`src/rtl/regfile_read_arbiter.sv`:
```
// Shares one register read port among NUM_REQ requesters via a registered select bus.
// Latency: req sampled at edge t -> gnt in t+1 -> rd_valid/rd_data in t+3; one read per 3 cycles.
// Backpressure: requesters hold req until gnt; FIXED_PRIO_EN selects fixed priority instead of round-robin.
module regfile_read_arbiter #(
    parameter int NUM_REQ = 4,
    parameter int ADDR_W  = 4,
    parameter int DATA_W  = 64
) (
    input  logic                      clk,
    input  logic                      reset_n,
    input  logic [NUM_REQ-1:0]        req,
    input  logic [NUM_REQ*ADDR_W-1:0] addr,
    output logic [NUM_REQ-1:0]        gnt,
    output logic [ADDR_W-1:0]         port_sel,
    input  logic [DATA_W-1:0]         port_data,
    output logic [NUM_REQ-1:0]        rd_valid,
    output logic [DATA_W-1:0]         rd_data,
    output logic                      busy
);

    localparam int PTR_W = (NUM_REQ > 1) ? $clog2(NUM_REQ) : 1;
    localparam logic [NUM_REQ-1:0] ONE_HOT0 = {{(NUM_REQ-1){1'b0}}, 1'b1};

    typedef enum logic [1:0] {IDLE, SETTLE, CAPTURE} state_t;

    state_t           r_state;
    state_t           w_next;
    logic [PTR_W-1:0] r_owner;
    logic [PTR_W-1:0] w_win;
    logic             w_found;
`ifndef FIXED_PRIO_EN
    logic [PTR_W-1:0] r_ptr;
`endif

    // Descending scan: the last hit written is the highest-priority candidate.
    always_comb begin
        w_found = 1'b0;
        w_win   = '0;
`ifdef FIXED_PRIO_EN
        for (int k = NUM_REQ - 1; k >= 0; k--) begin
            if (req[PTR_W'(k)]) begin
                w_found = 1'b1;
                w_win   = PTR_W'(k);
            end
        end
`else
        for (int k = NUM_REQ - 1; k >= 0; k--) begin
            int               idx;
            logic [PTR_W-1:0] cand;
            idx = int'(r_ptr) + k;
            if (idx >= NUM_REQ) idx = idx - NUM_REQ;
            cand = PTR_W'(idx);
            if (req[cand]) begin
                w_found = 1'b1;
                w_win   = cand;
            end
        end
`endif
    end

    always_comb begin
        w_next = r_state;
        case (r_state)
            IDLE:    if (w_found) w_next = SETTLE;
            SETTLE:  w_next = CAPTURE;
            CAPTURE: w_next = IDLE;
            default: w_next = IDLE;
        endcase
    end

    always_ff @(posedge clk or negedge reset_n) begin
        if (!reset_n) r_state <= IDLE;
        else          r_state <= w_next;
    end

    always_ff @(posedge clk or negedge reset_n) begin
        if (!reset_n) begin
            gnt      <= '0;
            rd_valid <= '0;
            port_sel <= '0;
            rd_data  <= '0;
            r_owner  <= '0;
`ifndef FIXED_PRIO_EN
            r_ptr    <= '0;
`endif
        end else begin
            gnt      <= '0;
            rd_valid <= '0;
            if (r_state == IDLE && w_found) begin
                gnt      <= ONE_HOT0 << w_win;
                port_sel <= addr[int'(w_win)*ADDR_W +: ADDR_W];
                r_owner  <= w_win;
            end
            if (r_state == CAPTURE) begin
                rd_data  <= port_data;
                rd_valid <= ONE_HOT0 << r_owner;
`ifndef FIXED_PRIO_EN
                r_ptr    <= (r_owner == PTR_W'(NUM_REQ - 1)) ? '0 : r_owner + 1'b1;
`endif
            end
        end
    end

    assign busy = (r_state != IDLE);

endmodule
```
`config.mk`:
```
export PLATFORM = sky130hd
export DESIGN_NAME = regfile_read_arbiter
export DESIGN_NICKNAME = d
export VERILOG_FILES = /design/src/rtl/regfile_read_arbiter.sv
export SDC_FILE = /design/constraint.sdc
export NUM_CORES = 1
export LEC_CHECK = 0
export BUFFER_PORTS_ARGS = -buffer_cell sky130_fd_sc_hd__buf_2
export CORE_MARGIN = 2
export CORE_UTILIZATION = 51
export CTS_BUF_LIST = sky130_fd_sc_hd__clkbuf_2
export DETAILED_ROUTE_END_ITERATION = 10
export GPL_TIMING_DRIVEN = 0
export MAX_ROUTING_LAYER = met4
export PLACE_DENSITY = 0.86
export SETUP_SLACK_MARGIN = 0.2
export SLEW_MARGIN = 20
export SYNTH_ARGS = -nofsm -noshare
export SYNTH_HDL_FRONTEND = slang
export SYNTH_SLANG_ARGS = --single-unit
```
`constraint.sdc`:
```
create_clock -name clk -period 4.4 [get_ports clk]
set_clock_uncertainty 0.1 [all_clocks]
set_input_delay 0.22 -clock clk [delete_from_list [all_inputs] [get_ports clk]]
set_output_delay 0.22 -clock clk [all_outputs]
set_load 0.05 [all_outputs]
```
# [After elaboration in Yosys (flattened, before gate mapping)]
# Index checks and enable logic that the tools add are counted.
[totals] wordCells=58 inputBits=86 ff_bits=82 out_inout_bits=77
[op_classes] eq_ne=4 magnitude_cmp=8 mux=25 shifts=3 addsub=8 n_reduce_logical=3
[op_table] op="2-to-1 mux 2 bit" n=10
[op_table] op="variable part select 16 x 5 -> 4 bit" n=1
[op_table] op="< comparator 2 x 3 -> 1 bit, second input constant" n=4
[op_table] op="greater-or-equal comparator 3 bit, second input constant" n=3
[op_table] op="binary-select mux 1 bit (select 2 bit)" n=4
[op_table] op="2-to-1 mux 1 bit" n=8
[op_table] op="2-to-1 mux 4 bit" n=2
[op_table] op="<< shifter 1 x 2 -> 4 bit, first input constant" n=2
[op_table] op="subtractor 2 x 1 -> 2 bit, second input constant" n=4
[op_table] op="adder 2 x 2 -> 3 bit, second input constant" n=2
[op_table] op="equality test 2 bit, second input constant" n=2
[op_table] op="one-hot mux 2 bit (2 select lines)" n=1
[op_table] op="adder 2 x 1 -> 3 bit, second input constant" n=1
[op_table] op="greater-or-equal comparator 2 x 3 -> 1 bit, second input constant" n=1
[op_table] op="adder 2 x 1 -> 2 bit, second input constant" n=1
[op_table] op="equality test 2 x 1 -> 1 bit, second input constant" n=1
[op_table] op="zero test 2 bit" n=1
[op_table] op="inequality test 2 bit, second input constant" n=1
[op_table] op="nonzero test 2 bit" n=1
[op_table] op="logical AND 1 bit" n=1

# [Depth between registers and ports, before layout]
# Gate-level depths: netlist (run 1).
[logic_depth] depth_word=11 depth_mapped=6 mapped_depth_nobuf=5

# [Worst setup path after synthesis (run 1)]
# Ideal clock, no wire load.
[synth_timing] kind="register to register" from="register r_state[1]" to="register port_sel[0]" setup_ps=92 path_stages_with_launch=6 required_time_ps=4208 path_slack_ps=2653 arrival_ps=1555 n_path_buf=1 synth_period_minus_slack_ps=1747 cell_sequence="dfrtp_1 > or2_4 > a21o_4 > or3_1 > clkbuf_2 > o221ai_1"
[synth_via] elab_chain_cells=2
[synth_rtl] element="start, declared" line="26" source="state_t r_state;"
[synth_rtl] element="start signal, assigned" line="73" source="else r_state <= w_next;"
[synth_rtl] element="zero test 2 bit" line="89" source="if (r_state == IDLE && w_found) begin"
[synth_rtl] element="logical AND 1 bit" line="89"
[synth_rtl] element="end signal, assigned" line="91" source="port_sel <= addr[int'(w_win)*ADDR_W +: ADDR_W];"
[synth_rtl] element="end, declared" line="14" source="output logic [ADDR_W-1:0] port_sel,"
# Every way passes these cells.
# A chain may end at the register's enable or synchronous reset.

# [Worst setup path after layout (run 1)]
[layout_timing] from="register r_ptr[1]" to="register port_sel[0]"
[layout_via] elab_chain_cells=10 word_cells_on_any_way=33 cone_classes="add/sub: 7; order compare: 4; shift: 1; mux: 20; reduce/logical: 1"
[layout_rtl] element="start, declared" line="32" source="logic [PTR_W-1:0] r_ptr;"
[layout_rtl] element="start signal, assigned" line="98" source="r_ptr <= (r_owner == PTR_W'(NUM_REQ - 1)) ? '0 : r_owner + 1'b1;"
[layout_rtl] element="adder 2 x 2 -> 3 bit" line="50" source="idx = int'(r_ptr) + k;"
[layout_rtl] element="greater-or-equal comparator 3 bit or subtractor 2 x 1 -> 2 bit (tied branches)" line="51" source="if (idx >= NUM_REQ) idx = idx - NUM_REQ;"
[layout_rtl] element="2-to-1 mux 2 bit" line="51"
[layout_rtl] element="binary-select mux 1 bit (select 2 bit)" line="53" source="if (req[cand]) begin"
[layout_rtl] element="2-to-1 mux 1 bit (implied by the code)" line="53"
[layout_rtl] element="2-to-1 mux 2 bit or 2-to-1 mux 1 bit (tied branches) (4 in a row)" line="53"
[layout_rtl] element="variable part select 16 x 5 -> 4 bit or logical AND 1 bit (tied branches)" line="91, 89"
# Several ways; a longest one is shown, not always the timed one. The select of a mux whose other input is x is not followed.

==> results.json, run 1 <==
{
  "status": "completed",
  "gp_congestion": 0.7418,
  "path_delay_family": "buffers and inverters",
  "ff2ff_path_depth": 8,
  "grt_pass1_vias": 2838,
  "ys_seq_area_share_pct": 63.76,
  "cp-endpoint": "port_sel[0]$_DFFE_PN0P_",
  "cp_slowest_stage_delay_ns": 0.61,
  "finalNetCount": 551,
  "fin_cells": 539,
  "clkPwrFrac_pct": 9.7,
  "ios": 163,
  "layout_commonest_cell": "buf_2",
  "syn-cell-area_sq_um": 3218,
  "numClockSinks": 82,
  "synth_area_leaders": "dfrtp_1 (64%), mux2_2 (23%), mux2i_1 (2.8%)",
  "area_growth_pct": 56.42,
  "dp_hpwl_um": 5017,
  "die_x_um": 83.44,
  "ant_nets": 0,
  "layout_common_cells": "buf_2 (167), dfrtp_1 (82), dlygate4sd3_1 (77)",
  "dr_total_vias": 2655,
  "grt_pass1_wl_um": 14090,
  "maxSlewHeadroom_pct": 47.58,
  "pre_cts_slack_ns": 2.589,
  "slew_viol_final": 0,
  "ir_drop_v": 0.0007367,
  "syn_area_per_cell_sq_um": 15.32,
  "cts_buffer_depth": 2,
  "r2r_start": "r_ptr[1]$_DFFE_PN0P_",
  "setup_violations": 0,
  "hold_path_class": "input port to flip-flop",
  "crit_chain": "nand2b_1, a21oi_1, a211o_1, buf_6, mux2i_1, dlygate4sd3_1, o221ai_1, dlygate4sd3_1",
  "power_density_nw_per_um2": 853.4,
  "reg2reg_to": "port_sel[0]$_DFFE_PN0P_",
  "place_inst": 448,
  "cp.arrival_ns": 3.29,
  "first_pass_iters": 4,
  "htreeDepth": 3,
  "antenna_found_initial": 0,
  "synth_area_leader_cell": "dfrtp_1",
  "cp_data_required_time_ns": 4.71,
  "crit_fanout": 10,
  "tritoncts": "built",
  "cp.depth": 8,
  "fin_crit_ns": 2.977,
  "cts_buffers": 9,
  "period_share_pct": 67.65,
  "critPathMostFrequentCell": "dlygate4sd3_1",
  "initial_utilization_pct": 53.41,
  "start_kind": "flip-flop",
  "crit_path_start": "r_ptr[1]$_DFFE_PN0P_",
  "synth.distinct_cells": 24,
  "syn-num-nets": 300,
  "netSwitchingPower_uw": 2194,
  "yosysTopAreaCellShare_pct": 63.76,
  "rsz0062_at_grt": "no",
  "drive_above_1_share_pct": 54.43,
  "path_class": "flip-flop to flip-flop",
  "max_freq_ghz": 0.3360,
  "route.detailed.drc": 0,
  "p_leak_uw": 0.002508,
  "finalSetupTns_ns": 0,
  "drt_iter0_drc": 71,
  "sw_frac_of_total_pct": 51.08,
  "cp-end-kind": "flip-flop",
  "crit_buf_inv": 3,
  "max_cap_violations": 0,
  "die_h_um": 83.44,
  "syn_inst": 210,
  "cts_resized": 0,
  "core_sq_um": 6026,
  "crit_slowest_cell": "dlygate4sd3_1",
  "clk_pin_slew_ns": 0.20,
  "worstSkewPairLatency_ns": 0.49,
  "gr-total-overflow": 0,
  "synth_seq_cells": 82,
  "p_comb_share_pct": 59.7,
  "worst_pin_slew_ns": 0.7781,
  "grt_usage_pct": 26.99,
  "worst_slack_ns": 1.423,
  "wirelength_um": 8801,
  "hold_viol": 0,
  "grt_max_degree": 49,
  "p_int_uw": 2101,
  "synth_warnings": 0,
  "post_drt_wl_per_cell_um": 16.33,
  "num_rows": 28,
  "r2r_slack_ns": 1.42,
  "die_area_sq_um": 6961,
  "vias_per_cell": 4.926,
  "io_buffers": 162,
  "p_seq_share_pct": 30.7,
  "cts_root_buffer": "clkbuf_2"
}
[tightest hold or removal path, stage by stage]
cell and delay (ns):
buf_2 0.09, nor2_1 0.06, a21o_4 0.24, inv_1 0.08
[kinds of logic after synthesis]
logic type / share of synthesized area [%]
multiplexers: 25.89
buffers and inverters: 2.022
adder cells (fa/ha/maj): 1.555
flip-flops: 63.76
AND/OR/NAND/NOR: 4.083
AO/OA/AOI/OAI: 2.682
[flip-flops by register name, indices dropped and copies added (netlist names)]
name and count:
rd_valid 4, r_state 2, r_ptr 2, r_owner 2, rd_data 64, port_sel 4
gnt 4
[synthesized netlist by cell type, drive strengths merged]
cell     n
nor2     6
nor3b    1
a21o     1
buf      7
o21ai    3
dfrtp   82
mux2    66
clkbuf   3
a21oi    1
ha       4
and2b    1
o221ai   4
nand2b   2
inv      3
or3      1
nor2b    3
a211oi   1
nand2    6
or2      1
mux2i    9
and2     4
a211o    1
[how the worst min path moves through the flow]
stage                 startpoint  cells after the start                       to  slack, ns
finish                    req[0]                      4   r_state[0]$_DFFE_PN0P_       0.12
global route              req[2]                      4   r_state[0]$_DFFE_PN0P_       0.11
CTS                       req[0]                      4   r_state[0]$_DFFE_PN0P_       0.09
detailed placement       reset_n                      1  rd_data[31]$_DFFE_PN0P_       0.17
global placement    port_data[2]                      2   rd_data[2]$_DFFE_PN0P_       0.35
floorplan                reset_n                      0         gnt[0]$_DFF_PN0_      -0.18
[per-layer routing]
layer  GRT usage (%)  part of all wire (%)  vias to the layer above
li1                -                     -                     1236
met1           31.54                    40                     1265
met2           46.19                    51                      137
met3           5.268                   7.1                       17
met4           10.70                   1.9                        0
met5               -                     0                        -
[stage by stage]
step / total power (uW) / hold WS [ns] / util [%] / area, sq um
final: 4296 / 0.1154 / 83.53 / 5034
after global placement: 3692 / 0.3515 / 68.42 / 4123
after global routing: 4501 / 0.1082 / 83.49 / 5031
after floorplan: 3187 / -0.1756 / - / 3218
after detailed placement: 3757 / 0.1721 / 68.79 / 4145
after CTS: 4254 / 0.09407 / 83.49 / 5031
[layout make-up]
| type | count | area [sq um] |
|---|---|---|
| antenna | 1 | 2.502 |
| buffer | 10 | 53.80 |
| clock buffer | 9 | 45.04 |
| clock inverter | 4 | 70.07 |
| fill | 302 | 992.2 |
| inverter | 3 | 11.26 |
| multi-input combinational | 115 | 1101 |
| sequential | 82 | 2052 |
| tap | 75 | 93.84 |
| timing repair buffer | 240 | 1604 |
[power groups by stage]
stage,logic [uW],registers (uW),clock network (uW)
finish,2560,1320,415
global route,2680,1370,457
CTS,2540,1300,418
detailed placement,2440,1320,0
global placement,2400,1290,0
floorplan,674,2510,0
[timing repair]
action                    4_1_cts  5_1_grt
buffers inserted                0        0
hold endpoints to repair      115        0
hold buffers                   77        0
Note: power is estimated with default switching activity, not from simulation.
==> run 2: changes to the inputs <==
--- a/config.mk
+++ b/config.mk
@@ -7,12 +7,12 @@
 export LEC_CHECK = 0
 export BUFFER_PORTS_ARGS = -buffer_cell sky130_fd_sc_hd__buf_2
 export CORE_MARGIN = 2
-export CORE_UTILIZATION = 51
+export CORE_UTILIZATION = 42
 export CTS_BUF_LIST = sky130_fd_sc_hd__clkbuf_2
 export DETAILED_ROUTE_END_ITERATION = 10
 export GPL_TIMING_DRIVEN = 0
 export MAX_ROUTING_LAYER = met4
-export PLACE_DENSITY = 0.86
+export PLACE_DENSITY = 0.76
 export SETUP_SLACK_MARGIN = 0.2
 export SLEW_MARGIN = 20
 export SYNTH_ARGS = -nofsm -noshare
==> constraint.sdc (replaced) <==
create_clock -name clk -period 2.4 [get_ports clk]
set_clock_uncertainty 0.1 [all_clocks]
set_input_delay 0.12 -clock clk [delete_from_list [all_inputs] [get_ports clk]]
set_output_delay 0.12 -clock clk [all_outputs]
set_load 0.05 [all_outputs]
==> run 2 against run 1 <==
  * Non-clock buffer count increased by 8
  * Power up 78%
  * Register-to-register slack worse by 1.1 ns
  * Setup slack worse by 1.1 ns
  * Routed wire length is 5.6% lower
  * Sequential power rose by 81%
  * Cell area increased by 1.9%
  * Via count increased by 1.1%
  * Clock-buffer cell count up 2
  * Sequential share of layout area is 0.74 points lower
==> results.json, run 2 (synthesis gave the netlist of run 1 again) <==
{
  "antennaDiodeCount": 0,
  "cp.arrival_ns": 2.32,
  "drive_above_1_share_pct": 54.43,
  "start_kind": "flip-flop",
  "sw_frac_of_total_pct": 51.52,
  "regMostFlops": "rd_data",
  "dp_hpwl_um": 5002,
  "finalNetCount": 559,
  "rsz0062_at_grt": "no",
  "tritoncts": "built",
  "cts_root_buffer": "clkbuf_2",
  "cp-end-kind": "flip-flop",
  "setup_violations": 0,
  "initial_utilization_pct": 43.90,
  "route.detailed.drc": 0,
  "crit_fanout": 6,
  "wirelength_um": 8306,
  "hold_viol": 0,
  "place_inst": 472,
  "hold_end": "r_state[0]$_DFFE_PN0P_",
  "ios": 163,
  "worst_pin_slew_ns": 0.8102,
  "layout_commonest_cell": "buf_2",
  "clk_pin_slew_ns": 0.19,
  "status": "completed",
  "n_fill_cell": 501,
  "period_share_pct": 86.84,
  "netSwitchingPower_uw": 3949,
  "r2r_slack_ns": 0.32,
  "gp_congestion": 0.7685,
  "p_leak_uw": 0.002532,
  "cts_buffers": 9,
  "core_sq_um": 7331,
  "vias_per_cell": 4.686,
  "path_class": "flip-flop to flip-flop",
  "gr-total-overflow": 0,
  "power_density_nw_per_um2": 1494,
  "cp_data_required_time_ns": 2.63,
  "p_seq_share_pct": 31.2,
  "num_rows": 31,
  "first_pass_iters": 4,
  "ant_nets": 0,
  "finalSetupTns_ns": 0,
  "p_comb_share_pct": 59.8,
  "p_int_uw": 3716,
  "fin_crit_ns": 2.084,
  "worstSkewPairLatency_ns": 0.49,
  "largest_reg_flops": 64,
  "area_growth_pct": 59.41,
  "post_drt_wl_per_cell_um": 14.50,
  "antenna_found_initial": 0,
  "max_cap_violations": 0,
  "die_area_sq_um": 8379,
  "fin_cells": 573,
  "slew_viol_final": 0,
  "htreeDepth": 3,
  "grt_max_degree": 43,
  "cts_buffer_depth": 2,
  "layout_common_cells": "buf_2 (168), dlygate4sd3_1 (83), dfrtp_1 (81)",
  "ir_drop_v": 0.0009089,
  "reg2reg_to": "port_sel[3]$_DFFE_PN0P_",
  "ff2ff_path_depth": 6,
  "grt_pass1_wl_um": 13340,
  "grt_pass1_vias": 2927,
  "r2r_start": "r_ptr[1]$_DFFE_PN0P_",
  "dr_total_vias": 2685,
  "maxSlewHeadroom_pct": 45.81,
  "clkPwrFrac_pct": 8.9,
  "max_freq_ghz": 0.4798,
  "worstHoldPathCells": 4,
  "drt_iter0_drc": 52,
  "min_from": "req[2]",
  "die_h_um": 91.54,
  "hold_path_class": "input port to flip-flop",
  "die_x_um": 91.54,
  "io_buffers": 162,
  "grt_usage_pct": 20.95,
  "numClockSinks": 82
}
==> run 2: cell types whose count changed in the layout (fill, tap and decap cells not counted) <==
| cell | change |
|---|---|
| clkinvlp_4 | +2 |
| diode_2 | -1 |
| dfrtp_1 | -1 |
| buf_4 | +1 |
| dlygate4sd3_1 | +6 |
| buf_2 | +1 |
| bufinv_16 | -1 |
| dfrtp_2 | +1 |
| clkbuf_2 | +2 |
==> run 2: worst max-delay path, cell delays in order (launching register included) <==
cell           delay [ns]
dfrtp_2              0.48
nand2b_1             0.15
a21oi_1              0.13
a211o_1              0.22
mux2i_1              0.20
dlygate4sd3_1        0.56
o221ai_1             0.12
==> run 2: power groups by stage <==
stage	sequential, uW	combinational (uW)	clock (uW)
2_1_floorplan	4610	1240	0
3_3_place_gp	2380	4400	0
3_5_place_dp	2420	4470	0
4_1_cts	2390	4590	714
5_1_grt	2490	4800	773
6_report	2390	4590	686
==> run 2: worst max-delay path by stage <==
stage | start | slack, ns | depth (start not counted) | to
floorplan | r_state[1]$_DFFE_PN0P_ | 0.65 | 5 | port_sel[0]$_DFFE_PN0P_
global placement | reset_n | 0.51 | 1 | rd_data[41]$_DFFE_PN0P_
detailed placement | r_state[0]$_DFFE_PN0P_ | 0.51 | 4 | rd_data[15]$_DFFE_PN0P_
CTS | r_ptr[1]$_DFFE_PN0P_ | 0.30 | 6 | port_sel[3]$_DFFE_PN0P_
global route | r_ptr[1]$_DFFE_PN0P_ | 0.22 | 6 | port_sel[3]$_DFFE_PN0P_
finish | r_ptr[1]$_DFFE_PN0P_ | 0.32 | 6 | port_sel[3]$_DFFE_PN0P_
==> run 2: what timing repair did <==
item	4_1_cts	5_1_grt
hold endpoints to repair	150	2
hold buffers	84	2
setup endpoints to repair	0	3
resized for setup	0	1
setup buffers	0	1
==> run 2: layer usage <==
layer | vias up | GRT usage (%) | routed length, um
li1 | 1248 | - | -
met1 | 1305 | 23.37 | 3357
met2 | 116 | 37.56 | 4292
met3 | 16 | 4.232 | 490
met4 | 0 | 6.566 | 165
met5 | - | - | 0
==> run 2: stage by stage <==
stage / hold WS (ns) / instance area, sq um / setup slack, ns / power [uW] / util, %
2_1_floorplan: -0.2756 / 3218 / 0.6526 / 5843 / -
3_3_place_gp: 0.2510 / 4153 / 0.5150 / 6784 / 56.65
3_5_place_dp: 0.03008 / 4175 / 0.5087 / 6895 / 56.96
4_1_cts: 0.009938 / 5126 / 0.2990 / 7693 / 69.93
5_1_grt: 0.01076 / 5130 / 0.2235 / 8065 / 69.98
6_report: 0.06342 / 5130 / 0.3159 / 7665 / 69.98
==> run 2: cell type report <==
class	count	area, sq um	area share (%)
well taps	99	123.9	2.415
plain buffers	10	53.80	1.049
clock buffers	11	55.05	1.073
inverters	3	11.26	0.2195
clock inverters	5	55.05	1.073
flip-flops and latches	82	2053	40.02
repair buffers	248	1677	32.68
multi-input cells	115	1101	21.46
